### src/rtl/opamp_bank_seq.sv
// Power sequencer for a bank of op-amp channels sharing one bias generator.
// Brings up the bias first, then ramps channels (staggered or all at once).
// Shuts down channels before the bias. Every output comes from a flop, so
// each output changes on the same edge as the state transition that causes it.
module opamp_bank_seq #(
    parameter int unsigned N_CH        = 4,
    parameter int unsigned BIAS_SETTLE = 64,
    parameter int unsigned CH_SETTLE   = 16,
    parameter int unsigned CNT_W       = 8
) (
    input  logic            clk,
    input  logic            rst_n,
    input  logic            ena,
    input  logic [N_CH-1:0] cfg_mask,
    input  logic            mode,
    input  logic            start,
    input  logic            stop,
    output logic            bias_en,
    output logic [N_CH-1:0] ch_en,
    output logic            ready,
    output logic            busy,
    output logic [2:0]      state
);

    typedef enum logic [2:0] {
        StOff      = 3'd0,
        StBiasWait = 3'd1,
        StChRamp   = 3'd2,
        StOn       = 3'd3,
        StShutdown = 3'd4
    } state_e;

    localparam logic [CNT_W-1:0] BiasLoad = CNT_W'(BIAS_SETTLE - 1);
    localparam logic [CNT_W-1:0] ChLoad   = CNT_W'(CH_SETTLE - 1);
    localparam logic [CNT_W-1:0] CntOne   = CNT_W'(1);

    state_e            state_q, state_d;
    logic [CNT_W-1:0]  cnt_q, cnt_d;
    logic [N_CH-1:0]   mask_q, mask_d;
    logic              mode_q, mode_d;
    logic              bias_q, bias_d;
    logic [N_CH-1:0]   ch_q, ch_d;
    logic              ready_q, ready_d;
    logic              busy_q, busy_d;
    logic [N_CH-1:0]   remaining;
    logic              abort;

    // One-hot of the lowest set bit of v (zero if v is zero).
    function automatic logic [N_CH-1:0] lowest_bit(input logic [N_CH-1:0] v);
        logic [N_CH-1:0] r;
        logic            found;
        r     = '0;
        found = 1'b0;
        for (int i = 0; i < int'(N_CH); i++) begin
            if (v[i] && !found) begin
                r[i]  = 1'b1;
                found = 1'b1;
            end
        end
        return r;
    endfunction

    // Next-state and next-output decode.
    always_comb begin
        state_d   = state_q;
        cnt_d     = cnt_q;
        mask_d    = mask_q;
        mode_d    = mode_q;
        bias_d    = bias_q;
        ch_d      = ch_q;
        ready_d   = ready_q;
        busy_d    = busy_q;
        // Latched channels not yet enabled; the ramp walks these low to high.
        remaining = mask_q & ~ch_q;
        abort     = stop || !ena;

        unique case (state_q)
            StOff: begin
                if (ena && start && !stop && (cfg_mask != '0)) begin
                    state_d = StBiasWait;
                    cnt_d   = BiasLoad;
                    mask_d  = cfg_mask;
                    mode_d  = mode;
                    bias_d  = 1'b1;
                    busy_d  = 1'b1;
                end
            end
            StBiasWait, StChRamp, StOn: begin
                if (abort) begin
                    // Channels drop immediately; bias holds while they discharge.
                    state_d = StShutdown;
                    cnt_d   = ChLoad;
                    ch_d    = '0;
                    ready_d = 1'b0;
                    busy_d  = 1'b1;
                    bias_d  = 1'b1;
                end else if (state_q == StBiasWait) begin
                    if (cnt_q == '0) begin
                        state_d = StChRamp;
                        cnt_d   = ChLoad;
                        ch_d    = mode_q ? mask_q : lowest_bit(mask_q);
                    end else begin
                        cnt_d = cnt_q - CntOne;
                    end
                end else if (state_q == StChRamp) begin
                    if (cnt_q == '0) begin
                        if (mode_q || (remaining == '0)) begin
                            state_d = StOn;
                            ch_d    = mask_q;
                            ready_d = 1'b1;
                            busy_d  = 1'b0;
                        end else begin
                            ch_d  = ch_q | lowest_bit(remaining);
                            cnt_d = ChLoad;
                        end
                    end else begin
                        cnt_d = cnt_q - CntOne;
                    end
                end
            end
            StShutdown: begin
                if (cnt_q == '0) begin
                    state_d = StOff;
                    bias_d  = 1'b0;
                    busy_d  = 1'b0;
                end else begin
                    cnt_d = cnt_q - CntOne;
                end
            end
            default: begin
                state_d = StOff;
                cnt_d   = '0;
                bias_d  = 1'b0;
                ch_d    = '0;
                ready_d = 1'b0;
                busy_d  = 1'b0;
            end
        endcase
    end

    // State, counter, latched config and registered outputs.
    always_ff @(posedge clk) begin
        if (!rst_n) begin
            state_q <= StOff;
            cnt_q   <= '0;
            mask_q  <= '0;
            mode_q  <= 1'b0;
            bias_q  <= 1'b0;
            ch_q    <= '0;
            ready_q <= 1'b0;
            busy_q  <= 1'b0;
        end else begin
            state_q <= state_d;
            cnt_q   <= cnt_d;
            mask_q  <= mask_d;
            mode_q  <= mode_d;
            bias_q  <= bias_d;
            ch_q    <= ch_d;
            ready_q <= ready_d;
            busy_q  <= busy_d;
        end
    end

    assign bias_en = bias_q;
    assign ch_en   = ch_q;
    assign ready   = ready_q;
    assign busy    = busy_q;
    assign state   = state_q;

endmodule

### config.mk
export PLATFORM = sky130hd
export DESIGN_NAME = opamp_bank_seq
export DESIGN_NICKNAME = d
export VERILOG_FILES = /design/src/rtl/opamp_bank_seq.sv
export SDC_FILE = /design/constraint.sdc
export NUM_CORES = 1
export LEC_CHECK = 0
export ABC_AREA = 1
export CAP_MARGIN = 30
export CORE_AREA = 5 5 77 79
export DETAILED_ROUTE_END_ITERATION = 12
export DIE_AREA = 0 0 82 84
export GPL_TIMING_DRIVEN = 0
export HOLD_SLACK_MARGIN = 0.06
export PLACE_DENSITY_LB_ADDON = 0.15
export REMOVE_ABC_BUFFERS = 1
export SLEW_MARGIN = 10
export SYNTH_ARGS = -nofsm -noshare
export SYNTH_HDL_FRONTEND = slang
export SYNTH_SLANG_ARGS = --single-unit
### constraint.sdc
create_clock -name clk -period 1.6 [get_ports clk]
set_input_delay 0.16 -clock clk [delete_from_list [all_inputs] [get_ports clk]]
set_output_delay 0.16 -clock clk [all_outputs]
set_load 0.01 [all_outputs]
# Word-level counts from Yosys, hierarchy flattened
# Index checks and enable logic that the tools add are counted.
# totals
ff_bits,23
input_bits,10
out_inout_bits,10
# classes
add_sub_neg,1
n_eq_ne,15
muxes,102
bitwise,4
reduce_logical,32
# ops
op,n
$mux 1,73
$mux 8,8
$mux 4,7
$mux 3,8
$pmux 8 s3,1
$ne 3x3->1 const B,4
$reduce_and 5->1,2
$logic_and 1x1->1,9
$pmux 3 s3,1
$logic_not 1->1,8
$logic_not 8->1,1
$ne 2x2->1 const B,4
$ne 4x4->1 const B,2
$pmux 4 s2,1
$sub 8x1->8 const B,1
$eq 3x2->1 const B,2
$pmux 1 s3,2
$reduce_and 3->1,2
$reduce_and 6->1,1
$ne 5x5->1 const B,1
$and 4x4->4,1
$logic_not 4->1,1
$not 4->4,1
$or 4x4->4,1
11 further kinds,12

# Longest topological paths before layout
# Gate-level depths: netlist of run 1.
# depth
word_depth,44
mapped_depth,13
mapped_depth_nobuf,12

# Least setup slack after synthesis of run 1
# OpenSTA, ideal clock, no wires.
# synth_path
path_type,reg2reg
from,"reg state_q[2], in the netlist state[2]"
to,reg cnt_q[0]
setup_ns,0.113
arrival_time_ns,1.331
required_time_ns,1.487
setup_slack_ns,0.156
path_stages_with_launch,13
path_buffers,1
synth_period_minus_slack_ns,1.444
path_cell_list,dfxtp_1 -> inv_2 -> nand3_4 -> nand2_2 -> inv_2 -> nand2_4 -> nand2_1 -> clkinv_2 -> nand3_4 -> buf_6 -> nand2_1 -> nand2_1 -> nor2_1
# synth_via
elab_chain_cells,4
elab_cells_between_ends,14
classes_between,8 x eq/ne; 3 x mux; 3 x reduce/logical
# synth_lines
item,line,source
from (decl),37,"state_e state_q, state_d;"
from (signal assigned),144,state_q <= StOff;
from (signal assigned),153,state_q <= state_d;
"$eq 3x1->1, or another cell as far along","77, 97",
$reduce_or 3->1 or $mux 8 (tied branches),"77, 97",
"$ne 5x5->1 (no line), or another cell as far along",-,
$reduce_and 4->1 (no line) or $pmux 8 s3 (tied branches),-,
to (signal assigned),154,cnt_q <= cnt_d;
to (decl),38,"logic [CNT_W-1:0] cnt_q, cnt_d;"
# Parallel ways exist; a longest one is shown, timed or not.
# A chain may end at the register's enable or synchronous reset.

# Worst setup path in the final report of run 1
# layout_path
from,"reg state_q[0], in the netlist state[0]"
to,"reg ch_q[0], in the netlist ch_en[0]"
# layout_via
elab_chain_cells,4
elab_cells_between_ends,14
classes_between,6 x eq/ne; 3 x mux; 1 x bitwise; 4 x reduce/logical
# layout_lines
item,line,source
"$eq 3x1->1, or another cell as far along","77, 97",
"$reduce_or 3->1, or another cell as far along",77,unique case (state_q)
"$ne 4x4->1 (no line), or another cell as far along",-,
$reduce_and 3->1 (no line) or $pmux 4 s2 (tied branches),-,
to (signal assigned),158,ch_q <= ch_d;
to (decl),42,"logic [N_CH-1:0] ch_q, ch_d;"
# Parallel ways exist; a longest one is shown, timed or not.

==> results.md, run 1 <==
- Post-synth EDFFs: 0
- Largest area contributor in the netlist: dfxtp_1
- Power per Cell Area: roughly 1700 mW/mm²
- First-pass GRT wire length: 6470 µm
- Post-synth top area share: a little under a third
- Setup crit end kind: flop
- Worst-path clk slew: 0.09 ns
- Synth Flop Type: dfxtp_1
- Vias in the first global route: 1423
- Fin util: between 30 and 40%
- Switching Fraction: between 40% and 50%
- R2R setup slack: 0.11 ns
- # fillers: between 600 and 700
- Synth unique cells: 27
- Count of final hold-check violations: 0
- IO Pins: 20
- Placer congestion estimate: 0.773
- Synthesized instance count: 241
- DRT iter0 DRCs: 58
- Reg2reg end: ch_en[0]$_SDFFE_PN0P_
- Max IR drop VDD: between 0.0006 and 0.0007 V
- F_max: roughly 670 MHz
- Total gr overflow: 0
- RSZ-0062 raised after global routing: true
- Worst Min Path Start: bias_en$_SDFFE_PN0P_
- Initial Util: 28.4%
- Combinational Power Share: a little over 60%
- Vias: 1493
- Clock Latency Late Sink: between 0.2 and 0.3 ns
- Die width: 82 µm
- NetSw: about 1.6 mW
- Slew Limit Fails: 0
- Sequential share of power: 26.9%
- Synth-to-Final Area Change: 30.4%
- FF-to-FF Start: state[0]$_SDFFE_PN0P_
- Die Ht: 84 µm
- Max FO, Critical Path: 6
- Worst-margin pin slew: 0.693 ns
- CP startpoint kind: flop
- Cell Rows: 27
- Nets@finish: roughly 280
- CTS tree: done
- Syn_area_per_cell: roughly 6.2 µm²
- HP Class: flop to flop
- Final Cycle Share: 92.9%
- #FFs+latches synth: 23
- Final setup vio count: 0
- Synth top area cells: dfxtp_1, nand2_1, nor2_1, inv_1, a21oi_1
- Slew headroom: about 54%
- DP Worst Slack: -0.314 ns
- 1st-pass router iterations: 4
- Max-cap violations: 0
- Core area: 0.00527 mm²
- Root Buffer: clkbuf_8
- Critical path class: flop to flop
- Total GRT Usage: 11.9%
- Cts bufs inserted: 3
- Largest net degree at the start of global routing: 18
- Most common cell in the netlist: nand2_1
- WHS Endpoint: bias_en$_SDFFE_PN0P_
- Vias per cell: approximately 4.4
- DRC: 0
- Synth top cells by count: nand2_1, nor2_1, inv_1
- Ys Warns: 0
- CTS Buffer Depth: 2
- Worst setup margin: approximately 0.11 ns
- Tmin final: 1.49 ns
- Routed WL per cell: about 11 µm
- Final ANT Viol Nets: 0
- Leakage: 0.895 nW
- DIE AREA: 0.00689 mm²
- Htree depth: 1
- Antenna violations before repair: 0
- P_int: approximately 1.8 mW
- Fraction of layout cells with a size suffix above 1: between 10% and 20%
- Req. time, crit path: 1.82 ns
- Port Buffer Count: 19
- Sequential cell area fraction in the yosys report: a little under a third
- N_diodes: 0
- Hold Path Stages: 2
- Outcome: complete, no violations
- Post-synthesis async set-or-reset flop share: 0%
- R2R cell count: 9
- Worst clock skew: a little over 0.009 ns
- Post-Route WL: between 3000 and 4000 µm
- Multi-input logic area: 952 µm²
- CP Data Arrival Time: about 1.7 ns
- Sink Count: 23
- Clk network pwr share: between 10% and 20%
- FF/Latch Area: 467 µm²
- HPWL Detailed: between 2000 and 3000 µm
- Syn Std Cell Area: approximately 0.0015 mm²
[final cells by class]
type	count	share of cell area [%]
clock buffer	4	2.31
inverter	39	8.01
multi-input combinational	177	48.8
sequential	23	23.9
tap	72	4.61
timing repair buffer	26	12.4
[metrics by stage]
step	power (mW)	hold WS [ns]	TNS (ns)	std cells	area (µm²)
global placement	2.70	0.457	-4.28	329	1760
global route	3.71	0.491	-0.136	341	1950
floorplan	2.23	0.280	0	238	1480
CTS	3.12	0.471	0	333	1810
detailed placement	2.69	0.454	-4.42	329	1760
finish	3.35	0.469	0	341	1950
[layer usage]
metal  vias to the layer above  global-route usage [%]  part of all wire, %
met1                       656                    15.6                   48
met3                         4                    2.38                  3.4
met5                         -                       0                    0
li1                        814                       -                    -
met4                         0                    3.17                 0.89
met2                        19                    19.4                   48
[worst max path at each step]
stage                                      from                     to  slack [ns]  cells past startpoint
after floorplan           state[0]$_SDFFE_PN0P_  state[0]$_SDFFE_PN0P_        0.20                      9
after global placement                     stop  ch_en[1]$_SDFFE_PN0P_       -0.29                     11
after detailed placement                   stop  ch_en[1]$_SDFFE_PN0P_       -0.31                     11
after CTS                 cnt_q[0]$_SDFFE_PN0P_  state[0]$_SDFFE_PN0P_       0.005                     12
after global routing                        ena  cnt_q[4]$_SDFFE_PN0P_       -0.04                     11
final                     state[0]$_SDFFE_PN0P_  ch_en[0]$_SDFFE_PN0P_        0.11                      9
[power groups by stage]
stage          Sequential [mW]  Clock (mW)  Combinational [mW]
6_report                 0.901       0.376                2.07
4_1_cts                  0.886       0.397                1.83
3_5_place_dp             0.895           0                1.80
3_3_place_gp             0.896           0                1.81
5_1_grt                  0.930       0.412                2.37
2_1_floorplan            0.903           0                1.32
[layout by cell type (no fill, tap or decap), drive strengths merged]
cell type / n
nand3: 12
buf: 7
o211ai: 1
nor3: 2
xnor2: 1
nand4: 4
a21oi: 21
dfxtp: 23
ha: 2
clkbuf: 4
clkdlybuf4s50: 19
o21ai: 18
nand2: 73
nor2: 38
inv: 39
a31oi: 1
xor2: 4
[logic make-up (layout without fill, tap and decap cells)]
kind of cell             Yosys count  count (layout)  share of synthesized area [%]
adder cells (fa/ha/maj)            2               2                           1.67
AO/OA/AOI/OAI                     41              41                           14.5
buffers and inverters             42              69                           11.2
flip-flops                        23              23                           30.7
XOR/XNOR                           5               5                           2.92
AND/OR/NAND/NOR                  128             129                           39.0
[what timing repair did]
| item | in CTS | in global routing |
|---|---|---|
| hold buffers | 0 | 0 |
| endpoints found under the setup margin | 10 | 20 |
| gates cloned | 0 | 1 |
| buffers inserted | 0 | 7 |
| resized for setup | 3 | 23 |
| pin swaps | 0 | 6 |
[registers in the layout, indices dropped and copies added, names as in the netlist]
name,cells
state,3
cnt_q,8
ch_en,4
busy,1
mask_q,4
bias_en,1
mode_q,1
ready,1
[critical path, cell delays in order, from the launching register on]
cell and delay (ns):
dfxtp_4 0.38, nor2_4 0.22, nor2_2 0.09, nand2_4 0.12, inv_2 0.08, nand2_4 0.10
nand3_4 0.11, o21ai_1 0.14, nand2_1 0.07, a21oi_2 0.12
(Power assumes the default switching activity.)
==> run 2, diff against run 1 <==
--- a/config.mk
+++ b/config.mk
@@ -7,13 +7,14 @@
 export LEC_CHECK = 0
 export ABC_AREA = 1
 export CAP_MARGIN = 30
-export CORE_AREA = 5 5 77 79
+export CORE_AREA = 2 2 81 83
 export DETAILED_ROUTE_END_ITERATION = 12
-export DIE_AREA = 0 0 82 84
+export DIE_AREA = 0 0 83 85
 export GPL_TIMING_DRIVEN = 0
 export HOLD_SLACK_MARGIN = 0.06
 export PLACE_DENSITY_LB_ADDON = 0.15
 export REMOVE_ABC_BUFFERS = 1
+export SKIP_LAST_GASP = 1
 export SLEW_MARGIN = 10
 export SYNTH_ARGS = -nofsm -noshare
 export SYNTH_HDL_FRONTEND = slang
==> results.md, run 2 (synthesized netlist as in run 1, its figures left out) <==
- Hold Path Stages: 2 (unchanged)
- DIE AREA: 0.00706 mm² (was 0.00689 mm²)
- CP startpoint kind: flop (unchanged)
- Die width: 83 µm (was 82 µm)
- Commonest non-fill, non-tap cell in the layout: nand2_1 (unchanged)
- IO Pins: 20 (unchanged)
- Slew headroom: 53.4% (was 53.7%)
- DP Worst Slack: -0.254 ns (was -0.314 ns)
- Sequential share of power: 26.8% (was 26.9%)
- Outcome: complete, no violations (unchanged)
- Worst hold slack: 0.464 ns (was 0.469 ns)
- 1st-pass router iterations: 4 (unchanged)
- RSZ-0062 raised after global routing: true (unchanged)
- Total GRT Usage: 11.9% (about the same)
- Slowest cell on the critical path: dfxtp_4 (unchanged)
- Max IR drop VDD: 0.000412 V (was 0.000673 V)
- Clk network pwr share: 10.9% (was 11.2%)
- Switching Fraction: 47.0% (was 47.5%)
- Placer congestion estimate: 0.853 (was 0.773)
- Fraction of layout cells with a size suffix above 1: 23.9% (was 17.1%)
- Root Buffer: clkbuf_8 (unchanged)
- Routed WL per cell: 11.5 µm (was 11.2 µm)
- Core area: 0.00620 mm² (was 0.00527 mm²)
- Worst-path cell chain: nor2_4 > nor2_2 > nand2_4 > inv_2 > nand2_4 > nand2_2 > nand2_1 > nand4_1 > nand2_1 > nor2_1 (was nor2_4 > nor2_2 > nand2_4 > inv_2 > nand2_4 > nand3_4 > o21ai_1 > nand2_1 > a21oi_2)
- Worst-path clk slew: 0.09 ns (about the same)
- R2R setup slack: 0.11 ns (about the same)
- Antenna violations before repair: 0 (unchanged)
- Vias: 1561 (was 1493)
- Largest net degree at the start of global routing: 18 (unchanged)
- Worst clock skew: 0.00278 ns (was 0.00922 ns)
- Worst-margin pin slew: 0.696 ns (was 0.693 ns)
- Die Ht: 85 µm (was 84 µm)
- Max-cap violations: 0 (unchanged)
- Critical path class: flop to flop (unchanged)
- Worst setup margin: 0.108 ns (was 0.114 ns)
- Htree depth: 1 (unchanged)
- Total gr overflow: 0 (unchanged)
- Crit-path max cell delay: 0.38 ns (about the same)
- NetSw: 1.64 mW (was 1.59 mW)
- Req. time, crit path: 1.77 ns (was 1.82 ns)
- F_max: 670 MHz (was 673 MHz)
- Fin util: 33.0% (was 37.1%)
- Hold buffers post-CTS: 0 (unchanged)
- Nets@finish: 289 (was 282)
- HP Class: flop to flop (unchanged)
- First-pass GRT wire length: 6920 µm (was 6470 µm)
- R2R cell count: 10 (was 9)
- Max FFs per register: 8 (unchanged)
- Top reg by flops: cnt_q (unchanged)
- Post-Route WL: 4060 µm (was 3810 µm)
- Slew Limit Fails: 0 (unchanged)
- Setup crit end kind: flop (unchanged)
- Final Cycle Share: 93.3% (was 92.9%)
- Final setup vio count: 0 (unchanged)
- Cts bufs inserted: 3 (unchanged)
- HPWL Detailed: 2920 µm (was 2830 µm)
- Count of final hold-check violations: 0 (unchanged)
- Clock Latency Late Sink: 0.27 ns (about the same)
- Vias per cell: 4.42 (was 4.38)
- DRC: 0 (unchanged)
- Tmin final: 1.49 ns (about the same)
- Initial Util: 24.1% (was 28.4%)
- Combinational Power Share: 62.3% (was 61.8%)
- CTS Buffer Depth: 2 (unchanged)
- Cell Rows: 29 (was 27)
- Placed Cells: 334 (was 329)
- Synth-to-Final Area Change: 36.5% (was 30.4%)
- Final Non-Filler Cells: 353 (was 341)
- Power per Cell Area: 1700 mW/mm² (was 1710 mW/mm²)
- Leakage: 0.930 nW (was 0.895 nW)
- Vias in the first global route: 1513 (was 1423)
- Final ANT Viol Nets: 0 (unchanged)
- Port Buffer Count: 19 (unchanged)
- DRT iter0 DRCs: 66 (was 58)
- Sink Count: 23 (unchanged)
- P_int: 1.84 mW (was 1.76 mW)
- CP Data Arrival Time: 1.66 ns (was 1.70 ns)
- Commonest non-fill, non-tap cells in the layout: nand2_1, nor2_1, inv_1, clkdlybuf4s50_1, a21oi_1 (was nand2_1, nor2_1, inv_1, dfxtp_1)
- CTS tree: done (unchanged)
- N_diodes: 0 (unchanged)
- Max FO, Critical Path: 6 (unchanged)
-- run 2: cell types whose count changed in the layout (fill, tap and decap cells not counted), sizes merged --
cell	change
inv	-1
clkinv	+1
buf	+7
-- run 2: what timing repair did --
action,CTS,global route
cloned,1,0
setup buffers,1,13
resized for setup,4,36
setup endpoints to repair,8,20
hold endpoints to repair,0,0
pin swaps,2,9
-- run 2: routing by layer --
metal  part of all wire [%]  track usage [%]  wire (µm)
met1                     47             14.8       1900
met2                     50             21.3       2040
met3                    2.3             1.85         94
met4                   0.62             3.58         25
met5                      0                0          0
-- run 2: final timing paths --
check / from / end
min: bias_en$_SDFFE_PN0P_ / bias_en$_SDFFE_PN0P_
max: state[0]$_SDFFE_PN0P_ / cnt_q[5]$_SDFFE_PN0P_
min reg2reg: bias_en$_SDFFE_PN0P_ / bias_en$_SDFFE_PN0P_
max reg2reg: state[0]$_SDFFE_PN0P_ / cnt_q[5]$_SDFFE_PN0P_
-- run 2: area by class of cell --
cell class,count,area [µm²]
multi-input cells,177,972
well taps,77,96.3
repair buffers,33,295
flip-flops and latches,23,478
clock buffers,4,45.0
inverters,39,158
fillers,692,4160
-- run 2: metrics by stage --
stage | TNS [ns] | total power, mW | cell area [µm²]
finish | 0 | 3.48 | 2040
global route | -0.180 | 3.86 | 2040
CTS | -0.00765 | 3.15 | 1840
detailed placement | -4.27 | 2.70 | 1760
global placement | -4.55 | 2.71 | 1760
floorplan | 0 | 2.23 | 1480
-- run 2: power groups by stage --
stage / clock network [mW] / registers [mW] / logic (mW)
6_report: 0.381 / 0.932 / 2.17
5_1_grt: 0.428 / 0.961 / 2.47
4_1_cts: 0.406 / 0.897 / 1.85
3_5_place_dp: 0 / 0.902 / 1.80
3_3_place_gp: 0 / 0.901 / 1.81
2_1_floorplan: 0 / 0.903 / 1.32
-- run 2: critical path, delay by kind of cell (launching register included) --
family	cells	cell delay (ns)
simple gates	9	0.92
flops	1	0.38
buf+inv	1	0.08
==> run 3, diff against run 2 <==
--- a/config.mk
+++ b/config.mk
@@ -7,9 +7,9 @@
 export LEC_CHECK = 0
 export ABC_AREA = 1
 export CAP_MARGIN = 30
-export CORE_AREA = 2 2 81 83
+export CORE_AREA = 2 2 58 60
 export DETAILED_ROUTE_END_ITERATION = 12
-export DIE_AREA = 0 0 83 85
+export DIE_AREA = 0 0 60 62
 export GPL_TIMING_DRIVEN = 0
 export HOLD_SLACK_MARGIN = 0.06
 export PLACE_DENSITY_LB_ADDON = 0.15
==> results.md, run 3 (synthesized netlist as in run 1, its figures left out) <==
- Outcome: complete, no violations (unchanged)
- Worst-margin pin slew: 0.715 ns (was 0.696 ns)
- Slew headroom: 52.2% (was 53.4%)
- Nets@finish: 280 (was 289)
- Sink Count: 23 (unchanged)
- Layout Cell Area excl Fill: 0.00190 mm² (was 0.00204 mm²)
- Req. time, crit path: 1.84 ns (was 1.77 ns)
- FF-to-FF Start: ch_en[1]$_SDFFE_PN0P_ (was state[0]$_SDFFE_PN0P_)
- CTS tree: done (unchanged)
- Hold buffers post-CTS: 0 (unchanged)
- FF/Latch Area: 475 µm² (was 478 µm²)
- Worst setup margin: 0.0619 ns (was 0.108 ns)
- WHS Endpoint: mask_q[3]$_SDFFE_PN0P_ (was bias_en$_SDFFE_PN0P_)
- Final ANT Viol Nets: 0 (unchanged)
- CP startpoint kind: flop (unchanged)
- # fillers: 316 (was 692)
- Count of final hold-check violations: 0 (unchanged)
- Hold Path Stages: 3 (was 2)
- Die width: 60 µm (was 83 µm)
- Commonest non-fill, non-tap cell in the layout: nand2_1 (unchanged)
- CTS Buffer Depth: 2 (unchanged)
- Critical path class: flop to flop (unchanged)
- Placer congestion estimate: 0.934 (was 0.853)
- Cell Rows: 21 (was 29)
- Setup crit end kind: flop (unchanged)
- Commonest non-fill, non-tap cells in the layout: nand2_1, nor2_1, inv_1, a21oi_1, clkdlybuf4s50_1 (was nand2_1, nor2_1, inv_1, clkdlybuf4s50_1, a21oi_1)
- HPWL Detailed: 2540 µm (was 2920 µm)
- F_max: 650 MHz (was 670 MHz)
- Root Buffer: clkbuf_4 (was clkbuf_8)
- Top reg by flops: cnt_q (unchanged)
- Fin util: 59.8% (was 33.0%)
- Power per Cell Area: 1720 mW/mm² (was 1700 mW/mm²)
- IO Pins: 20 (unchanged)
- Reg2reg end: cnt_q[0]$_SDFFE_PN0P_ (was cnt_q[5]$_SDFFE_PN0P_)
- Vias: 1514 (was 1561)
- Antenna violations before repair: 0 (unchanged)
- Htree depth: 1 (unchanged)
- Placed Cells: 303 (was 334)
- Max IR drop VDD: 0.000670 V (was 0.000412 V)
- PnR Total Power: 3.28 mW (was 3.48 mW)
- DRC: 0 (unchanged)
- Max FFs per register: 8 (unchanged)
- Max-cap violations: 0 (unchanged)
- Fraction of layout cells with a size suffix above 1: 21.7% (was 23.9%)
- Die Ht: 62 µm (was 85 µm)
- Slowest cell on the critical path: dfxtp_1 (was dfxtp_4)
- CP Data Arrival Time: 1.78 ns (was 1.66 ns)
- Worst-path cell chain: inv_1 > nand2_1 > nand2_1 > o21ai_4 > nand4_1 > nand3_4 > nand2_2 > nand2_2 > nor2_2 (was nor2_4 > nor2_2 > nand2_4 > inv_2 > nand2_4 > nand2_2 > nand2_1 > nand4_1 > nand2_1 > nor2_1)
- Max FO, Critical Path: 7 (was 6)
- Total GRT Usage: 20.6% (was 11.9%)
- Crit-path max cell delay: 0.38 ns (about the same)
- Slew Limit Fails: 0 (unchanged)
- Clock Latency Late Sink: 0.33 ns (was 0.27 ns)
- Worst clock skew: 0.00446 ns (was 0.00278 ns)
- Port Buffer Count: 19 (unchanged)
- Vias per cell: 4.84 (was 4.42)
- Worst hold slack: 0.414 ns (was 0.464 ns)
- Final Cycle Share: 96.1% (was 93.3%)
- Routed WL per cell: 11.4 µm (was 11.5 µm)
- Synth-to-Final Area Change: 26.9% (was 36.5%)
- R2R cell count: 9 (was 10)
- Largest net degree at the start of global routing: 18 (unchanged)
- RSZ-0062 raised after global routing: true (unchanged)
- Placed cell area: 0.00173 mm² (was 0.00176 mm²)
- Final Non-Filler Cells: 313 (was 353)
- Tmin final: 1.54 ns (was 1.49 ns)
- Worst Min Path Start: cfg_mask[3] (was bias_en$_SDFFE_PN0P_)
- Final setup vio count: 0 (unchanged)
- DRT iter0 DRCs: 60 (was 66)
- Vias in the first global route: 1387 (was 1513)
- R2R setup slack: 0.06 ns (was 0.11 ns)
- Cts bufs inserted: 3 (unchanged)
- Multi-input logic area: 958 µm² (was 972 µm²)
- DIE AREA: 0.00372 mm² (was 0.00706 mm²)
- DP Worst Slack: -0.226 ns (was -0.254 ns)
- Setup_tns: 0 ns (unchanged)
- Initial Util: 47.1% (was 24.1%)
- Post-Route WL: 3580 µm (was 4060 µm)
- Leakage: 0.864 nW (was 0.930 nW)
- WP buf/inv: 1 (unchanged)
- N_diodes: 0 (unchanged)
- HP Class: primary input to flop (was flop to flop)
- Total gr overflow: 0 (unchanged)
- First-pass GRT wire length: 5760 µm (was 6920 µm)
- 1st-pass router iterations: 4 (unchanged)
- Worst-path clk slew: 0.14 ns (was 0.09 ns)
- Core area: 0.00318 mm² (was 0.00620 mm²)
- Top delay family on crit path: simple AND/OR/NAND/NOR gates (unchanged)
run 3: how the worst max path moves through the flow:
stage               slack [ns]  cells past startpoint                   from                     to
CTS                      0.005                      1  state[0]$_SDFFE_PN0P_               state[0]
global placement         -0.22                     11                   stop  ch_en[1]$_SDFFE_PN0P_
floorplan                 0.20                      9  state[0]$_SDFFE_PN0P_  state[0]$_SDFFE_PN0P_
global route             -0.02                     11  ch_en[0]$_SDFFE_PN0P_  state[0]$_SDFFE_PN0P_
finish                    0.06                      9  ch_en[1]$_SDFFE_PN0P_  cnt_q[0]$_SDFFE_PN0P_
detailed placement       -0.23                     11                   stop  ch_en[0]$_SDFFE_PN0P_
run 3: worst reg2reg max path: stages, from the launching register on:
cell and delay (ns):
dfxtp_1 0.38, inv_1 0.07, nand2_1 0.07, nand2_1 0.09, o21ai_4 0.17, nand4_1 0.25
nand3_4 0.24, nand2_2 0.08, nand2_2 0.06, nor2_2 0.06
run 3: report_power, final:
part | leakage, nW | internal [mW] | switching [mW]
logic | 0.657 | 0.821 | 1.24
registers | 0.193 | 0.763 | 0.156
clock network | 0.0150 | 0.0979 | 0.195
run 3: timing repair:
action / in CTS / in global routing
gates cloned: 0 / 1
pin swaps: 0 / 11
gates resized for setup: 2 / 35
setup buffers: 0 / 5
setup endpoints to repair: 2 / 17
run 3: cell type report:
cell class / instances / area share [%]
multi-input cells: 177 / 50.4
flip-flops and latches: 23 / 25.0
repair buffers: 24 / 12.0
inverters: 39 / 8.16
well taps: 46 / 3.03
clock buffers: 4 / 1.38
run 3: metal layers:
layer	vias up	routed length, µm	track usage, %
met2	24	1700	35.1
met3	6	106	3.31
met1	674	1710	25.3
li1	810	-	-
met5	-	0	0
met4	0	63	9.84
